File: config.mk
export PLATFORM = sky130hd
export DESIGN_NAME = serial_test_unit
export DESIGN_NICKNAME = d
export VERILOG_FILES = /design/src/rtl/serial_test_unit_pkg.sv /design/src/rtl/serial_digit_counter.sv /design/src/rtl/serial_test_unit.sv
export SDC_FILE = /design/constraint.sdc
export NUM_CORES = 1
export LEC_CHECK = 0
export ABC_AREA = 1
export CAP_MARGIN = 20
export CORE_MARGIN = 4
export CORE_UTILIZATION = 57
export CTS_BUF_LIST = sky130_fd_sc_hd__clkbuf_4
export DETAILED_ROUTE_END_ITERATION = 8
export PLACE_DENSITY_LB_ADDON = 0.25
export SYNTH_ARGS = -nofsm -noshare
export SYNTH_HDL_FRONTEND = slang
export SYNTH_HIERARCHICAL = 1
export SYNTH_SLANG_ARGS = --single-unit
export TNS_END_PERCENT = 30
File: constraint.sdc
create_clock -name w_CLK -period 2.95 [get_ports w_CLK]
set_input_delay 0.4425 -clock w_CLK [delete_from_list [all_inputs] [get_ports w_CLK]]
set_output_delay 0.4425 -clock w_CLK [all_outputs]
set_load 0.02 [all_outputs]
File: src/rtl/serial_test_unit_pkg.sv
// Shared definitions for the serial test unit: test-mode codes, FSM states,
// counter width derivation and the test-condition evaluator.
package serial_test_unit_pkg;

    localparam logic [1:0] TM_NEG     = 2'b00;
    localparam logic [1:0] TM_ZERO    = 2'b01;
    localparam logic [1:0] TM_NONZERO = 2'b10;
    localparam logic [1:0] TM_ALWAYS  = 2'b11;

    typedef enum logic [1:0] {
        ST_IDLE  = 2'b00,
        ST_EVAL  = 2'b01,
        ST_PEND  = 2'b10,
        ST_APPLY = 2'b11
    } stu_state_e;

    function automatic int unsigned cnt_width(input int unsigned bits);
        return (bits > 1) ? $clog2(bits) : 1;
    endfunction

    // msb is the last (most significant) digit; zf covers every digit of the word
    function automatic logic test_pass(input logic [1:0] mode, input logic msb, input logic zf);
        case (mode)
            TM_NEG:     return msb;
            TM_ZERO:    return zf;
            TM_NONZERO: return ~zf;
            default:    return 1'b1;
        endcase
    endfunction

endpackage

File: src/rtl/serial_digit_counter.sv
// Digit index tracker for LSB-first serial words; index 0 is presented
// combinationally on the word-start strobe itself.
module serial_digit_counter
    import serial_test_unit_pkg::*;
#(
    parameter int unsigned WORD_BITS = 32,
    parameter int unsigned CNT_W     = cnt_width(WORD_BITS)
) (
    input  logic             w_CLK,
    input  logic             w_RST_N,
    input  logic             w_BIT_STROBE,
    input  logic             w_WORD_START,
    output logic [CNT_W-1:0] w_IDX,
    output logic             w_LAST_DIGIT
);

    localparam logic [CNT_W-1:0] LAST_IDX = CNT_W'(WORD_BITS - 1);
    localparam logic [CNT_W-1:0] ONE_IDX  = (WORD_BITS > 1) ? CNT_W'(1) : '0;

    logic [CNT_W-1:0] cnt_q;
    logic             word_start;

    assign word_start   = w_BIT_STROBE & w_WORD_START;
    assign w_IDX        = word_start ? '0 : cnt_q;
    assign w_LAST_DIGIT = w_BIT_STROBE & (w_IDX == LAST_IDX);

    always_ff @(posedge w_CLK or negedge w_RST_N) begin
        if (!w_RST_N) begin
            cnt_q <= '0;
        end else if (w_BIT_STROBE) begin
            if (word_start)
                cnt_q <= ONE_IDX;
            else if (cnt_q == LAST_IDX)
                cnt_q <= '0;
            else
                cnt_q <= cnt_q + CNT_W'(1);
        end
    end

endmodule

File: src/rtl/serial_test_unit.sv
// Serial test unit: evaluates the accumulator during the action beat and
// streams the CI increment operand (1, or 1+SKIP_STEP after a pass).
module serial_test_unit
    import serial_test_unit_pkg::*;
#(
    parameter int unsigned WORD_BITS = 32,
    parameter int unsigned SKIP_STEP = 1
) (
    input  logic       w_CLK,
    input  logic       w_RST_N,
    input  logic       w_BIT_STROBE,
    input  logic       w_WORD_START,
    input  logic       w_ACC_DIGIT,
    input  logic       w_ACTION_BEAT,
    input  logic       w_TEST_EN,
    input  logic [1:0] w_TEST_MODE,
    input  logic       w_INCR_BEAT,
    output logic       w_INCR_DIGIT,
    output logic       w_SKIP_PENDING,
    output logic       w_TEST_RESULT,
    output logic       w_ERR
);

    localparam int unsigned CNT_W = cnt_width(WORD_BITS);
    localparam logic [WORD_BITS-1:0] INC_ONE  = WORD_BITS'(1);
    localparam logic [WORD_BITS-1:0] INC_SKIP = WORD_BITS'(1 + SKIP_STEP);

    stu_state_e       state_q, state_d;
    logic [1:0]       mode_q, mode_d;
    logic             zf_q, zf_d;
    logic             result_q, result_d;
    logic             err_q, err_d;
    logic [CNT_W-1:0] idx;
    logic             last_digit;
    logic             word_start;
    logic             beat_clash;
    logic             test_start;
    logic             zf_acc;
    logic             pass;
    logic             skip_active;

    serial_digit_counter #(
        .WORD_BITS (WORD_BITS),
        .CNT_W     (CNT_W)
    ) u_counter (
        .w_CLK        (w_CLK),
        .w_RST_N      (w_RST_N),
        .w_BIT_STROBE (w_BIT_STROBE),
        .w_WORD_START (w_WORD_START),
        .w_IDX        (idx),
        .w_LAST_DIGIT (last_digit)
    );

    assign word_start = w_BIT_STROBE & w_WORD_START;
    assign beat_clash = word_start & w_ACTION_BEAT & w_INCR_BEAT;
    assign test_start = word_start & w_ACTION_BEAT & w_TEST_EN;
    assign zf_acc     = zf_q & ~w_ACC_DIGIT;
    assign pass       = test_pass(mode_q, w_ACC_DIGIT, zf_acc);

    always_ff @(posedge w_CLK or negedge w_RST_N) begin
        if (!w_RST_N) begin
            state_q  <= ST_IDLE;
            mode_q   <= '0;
            zf_q     <= 1'b0;
            result_q <= 1'b0;
            err_q    <= 1'b0;
        end else begin
            state_q  <= state_d;
            mode_q   <= mode_d;
            zf_q     <= zf_d;
            result_q <= result_d;
            err_q    <= err_d;
        end
    end

    always_comb begin
        state_d  = state_q;
        mode_d   = mode_q;
        zf_d     = zf_q;
        result_d = result_q;
        err_d    = err_q;
        case (state_q)
            ST_IDLE: begin
                if (beat_clash) begin
                    err_d = 1'b1;
                end else if (test_start) begin
                    state_d = ST_EVAL;
                    mode_d  = w_TEST_MODE;
                    zf_d    = ~w_ACC_DIGIT;
                end
            end
            ST_EVAL: begin
                // A new word start here means the word ended early: abort.
                if (!w_ACTION_BEAT || word_start) begin
                    state_d = ST_IDLE;
                    err_d   = 1'b1;
                end else if (w_BIT_STROBE) begin
                    zf_d = zf_acc;
                    if (last_digit) begin
                        result_d = pass;
                        state_d  = pass ? ST_PEND : ST_IDLE;
                    end
                end
            end
            ST_PEND: begin
                if (beat_clash)
                    err_d = 1'b1;
                else if (word_start && w_INCR_BEAT)
                    state_d = ST_APPLY;
                else if (test_start)
                    err_d = 1'b1;
            end
            ST_APPLY: begin
                if (last_digit)
                    state_d = ST_IDLE;
            end
            default: state_d = ST_IDLE;
        endcase
    end

    assign skip_active    = (state_q == ST_PEND) || (state_q == ST_APPLY);
    assign w_INCR_DIGIT   = w_INCR_BEAT & w_BIT_STROBE &
                            (skip_active ? INC_SKIP[idx] : INC_ONE[idx]);
    assign w_SKIP_PENDING = skip_active;
    assign w_TEST_RESULT  = result_q;
    assign w_ERR          = err_q;

endmodule

==> out/results.txt <==
The run finished with clean final reports. The number of nets handed over by synthesis was 124. Dividing the detail-routed via count by the number of cells gives 5.451. Internal power component: 0.0003142 W. For this design, the sink count on the clock tree is 12. The longest clock path from root to sink contains 2 buffers. The critical path in this run is classified as in -> out. The met1 track demand over resource in global routing came out at 24.88%. The tools report the count of endpoints failing hold in the final timing report as 0.

For this run, the leading register cell type out of synthesis is sky130_fd_sc_hd__dfrtp_1. For this design the top-level I/O count stands at 14. Of the total power, the share spent switching nets is 36.09%.

The combinational cell fraction of total power is 31.0%, and the number of DRC markers after the initial detailed-route iteration is 17. The via count of the first global-routing pass was 737. For the worst setup path, the data required time is 2510 ps. Sequential cells were found to cover 38.03% of the synthesized design area. For this design the static power due to leakage is 0.4721 nW. By count the netlist is led by 24 x sky130_fd_sc_hd__nand2_1, 18 x sky130_fd_sc_hd__inv_1, 13 x sky130_fd_sc_hd__nor2_1. Counting flops with a built-in enable in the synthesized netlist gives 0. The layer with the highest usage after global routing is met2.

The starting density of the core was 60.67%. The clock reaches the later pin of the worst-skew pair after 270 ps. After synthesis, the cell types taking the most area are sky130_fd_sc_hd__dfrtp_1 38%, sky130_fd_sc_hd__nand2_1 11%, sky130_fd_sc_hd__inv_1 8.6%, sky130_fd_sc_hd__nand3_1 6.3%, sky130_fd_sc_hd__nor2_1 6.2%.

The largest net degree at the start of global routing was 13; the routing usage on met2 was 29.38%. The part of the total power dissipated in sequential elements is 47.3%. Setup repair after global routing left no endpoint under its margin. In this run the standard cell core region covers 0.001301 mm². Most repeated cell in the gate-level netlist after synthesis: sky130_fd_sc_hd__nand2_1. The detail route stage leaves a number of antenna-violating nets equal to 0. TritonCTS built the clock tree. The worst-case IR drop observed on VDD is 383.7 µV. For this run the aggregate overflow at the end of global routing stands at 0.

For this block, the routed nets add up to 1660 µm of wire. The logs give 1 for the level count of the clock H-tree and 2260 ps for the arrival time of data at the critical path endpoint. After clock tree synthesis, the clock-pin slew on the worst setup and hold paths is 80 ps.

In the final timing run, aggregate negative setup slack is 0 ps. The number of different library cells used by synthesis comes to 23. For met3 alone, demand over resource in global routing was 5.578%. Number of hold buffers added after cts: 0. The vias after detailed routing is 785, and the wire length per cell after detailed routing is 11.53 µm.

Setup violations remaining at the end of the flow were counted as 0. Timing would allow up to 370.4 MHz. For the count of buffers added by post-CTS timing repair for setup, the log shows 0.

The cell sitting at the root of the clock tree is a sky130_fd_sc_hd__clkbuf_4. The tools report the cell area reported after detailed placement as 938.4 µm². The first global-routing pass estimated 2891 µm of wire. The run gives 112 as the synthesized instance count.

A synthesized cell averages 7.049 µm². For the pin with the worst max-slew slack, the measured transition is 539.4 ps. In this run the cell area of the synthesized design comes to 789.5 µm². After the last flow step, the layout net total stands at 142. Worst slew margin relative to its limit: 63.92%.

The worst hold path class is reg -> reg. The share of synthesized registers carrying an async set or reset is 100.0%, and the power density over cell area is 509.6 mW/mm². Gates resized during post-CTS repair numbered 0.

The fraction of final layout cells sized beyond drive strength 1 is 10.08%. The maximum net fanout on the critical path came out at 6. After routing the design area is 964.7 µm². The final-report max-slew violation count is 0, and the number of placement rows is 13. From bottom edge to top edge, the die measures 45.22 µm. The proportion of power drawn by the clock network is 21.7%. The tools report the initial antenna violation count as 0. The number of synthesized register bits came out at 12.

Of all cell types, the one taking the most synthesized area is sky130_fd_sc_hd__dfrtp_1. STA classifies the critical path startpoint as an input pin. At the end of routability-driven placement, the weighted congestion stood at 0.8949. For this run, the number of Yosys warnings is 6.

The tool flagged a number of max-cap violations equal to 0. Counting the buffers created by CTS gives 3. On the final layout, the worst clock skew is 0.6158 ps. For the finished layout, the period the worst path requires is 2700 ps. The total net switching power was 0.0001774 W. The number of inserted diodes was 0; the first-pass detailed-route iteration total was 5.

From left edge to right edge, the die measures 45.22 µm. Synthesis-to-finish area growth: 22.19%. The critical path endpoint category is a primary output. For this run, design rule violations remaining after detail routing come to 0. In this run the biggest area consumer among cell types represents 38.03% of the synthesized area.

The final critical path takes up 91.52% of the cycle. Global routing used 19.62% of the available tracks across all layers. The die outline area was 0.002044 mm². After legalization and detailed placement, the total HPWL measured 1293 µm.

The count of input and output buffers came out at 13.
power groups by stage:
stage | Sequential [W] | Clock [W] | Combinational [W]
2_1_floorplan | 0.000217 | 0 | 0.000134
3_3_place_gp | 0.000232 | 0 | 0.000148
3_5_place_dp | 0.000235 | 0 | 0.000152
4_1_cts | 0.000232 | 0.000108 | 0.000153
5_1_grt | 0.000240 | 0.000115 | 0.000173
6_report | 0.000232 | 0.000107 | 0.000152
flip-flops by register name, indices dropped and copies added, names as in the netlist, named ones only:
name             count
w_TEST_RESULT        1
state_q              1
mode_q               2
zf_q                 1
u_counter/cnt_q      5
w_ERR                1
through the flow:
step	total power [W]	cells	hold WS, ps	worst slack (ps)	utilization [%]
floorplan	0.0003505	112	146.9	1084	-
global placement	0.0003801	140	472.5	285.6	72.12
detailed placement	0.0003865	140	472.8	227.1	72.12
CTS	0.0004924	144	494.1	226.5	74.13
global route	0.0005273	144	538.8	106.3	74.13
finish	0.0004916	144	492.0	250.1	74.13
area by class of cell:
type	instances	area, µm²
clock buffer	3	22.52
clock inverter	1	3.754
fill	107	336.6
inverter	20	75.07
multi-input combinational	78	399.1
sequential	12	300.3
tap	15	18.77
timing repair buffer	15	145.1
per-layer routing:
metal	vias up	routed length (µm)
li1	400	-
met1	347	776
met2	34	727
met3	4	137
met4	0	20
met5	-	0
cell families after synthesis:
kind of cell               Yosys count  share of synthesized area (%)
AOI/OAI and AO/OA                   15                          10.46
adders and majority gates            2                          3.169
and+or+nand+nor                     61                          36.93
DFF                                 12                          38.04
buffers and inverters               22                          11.41
worst max-delay path, stage by stage:
cell	delay (ps)
sky130_fd_sc_hd__clkdlybuf4s50_1	490
sky130_fd_sc_hd__nand2_1	60
sky130_fd_sc_hd__inv_1	130
sky130_fd_sc_hd__nor2_1	60
sky130_fd_sc_hd__nor4_1	260
sky130_fd_sc_hd__nor3b_1	210
sky130_fd_sc_hd__clkdlybuf4s50_1	630
cells in the final DEF, fill, tap and decap left out, types with 2 or more instances in the layout:
master,instances
sky130_fd_sc_hd__clkbuf_4,3
sky130_fd_sc_hd__inv_2,2
sky130_fd_sc_hd__nor3_1,2
sky130_fd_sc_hd__nand3_1,10
sky130_fd_sc_hd__nand4_1,3
sky130_fd_sc_hd__dfrtp_1,12
sky130_fd_sc_hd__o21ai_0,7
sky130_fd_sc_hd__clkdlybuf4s50_1,13
sky130_fd_sc_hd__nand2_1,24
sky130_fd_sc_hd__ha_1,2
sky130_fd_sc_hd__inv_1,18
sky130_fd_sc_hd__nor2_2,2
sky130_fd_sc_hd__nor2_1,13
sky130_fd_sc_hd__a21oi_1,5
sky130_fd_sc_hd__o211ai_1,2
sky130_fd_sc_hd__buf_4,2
worst paths after layout:
kind | end | slack, ps | startpoint | cells past startpoint
min in group asynchronous | u_counter/cnt_q[4]$_DFFE_PN0P_ | 520 | w_RST_N | 1
max in group asynchronous | u_counter/cnt_q[3]$_DFFE_PN0P_ | 2080 | w_RST_N | 1
min reg2reg | mode_q[1]$_DFFE_PN0P_ | 490 | mode_q[1]$_DFFE_PN0P_ | 2
max | w_INCR_DIGIT | 250 | w_BIT_STROBE | 7
max reg2reg | u_counter/cnt_q[3]$_DFFE_PN0P_ | 1490 | u_counter/cnt_q[0]$_DFFE_PN0P_ | 9
min | mode_q[1]$_DFFE_PN0P_ | 490 | mode_q[1]$_DFFE_PN0P_ | 2
Note: power is estimated with default switching activity, not from simulation.
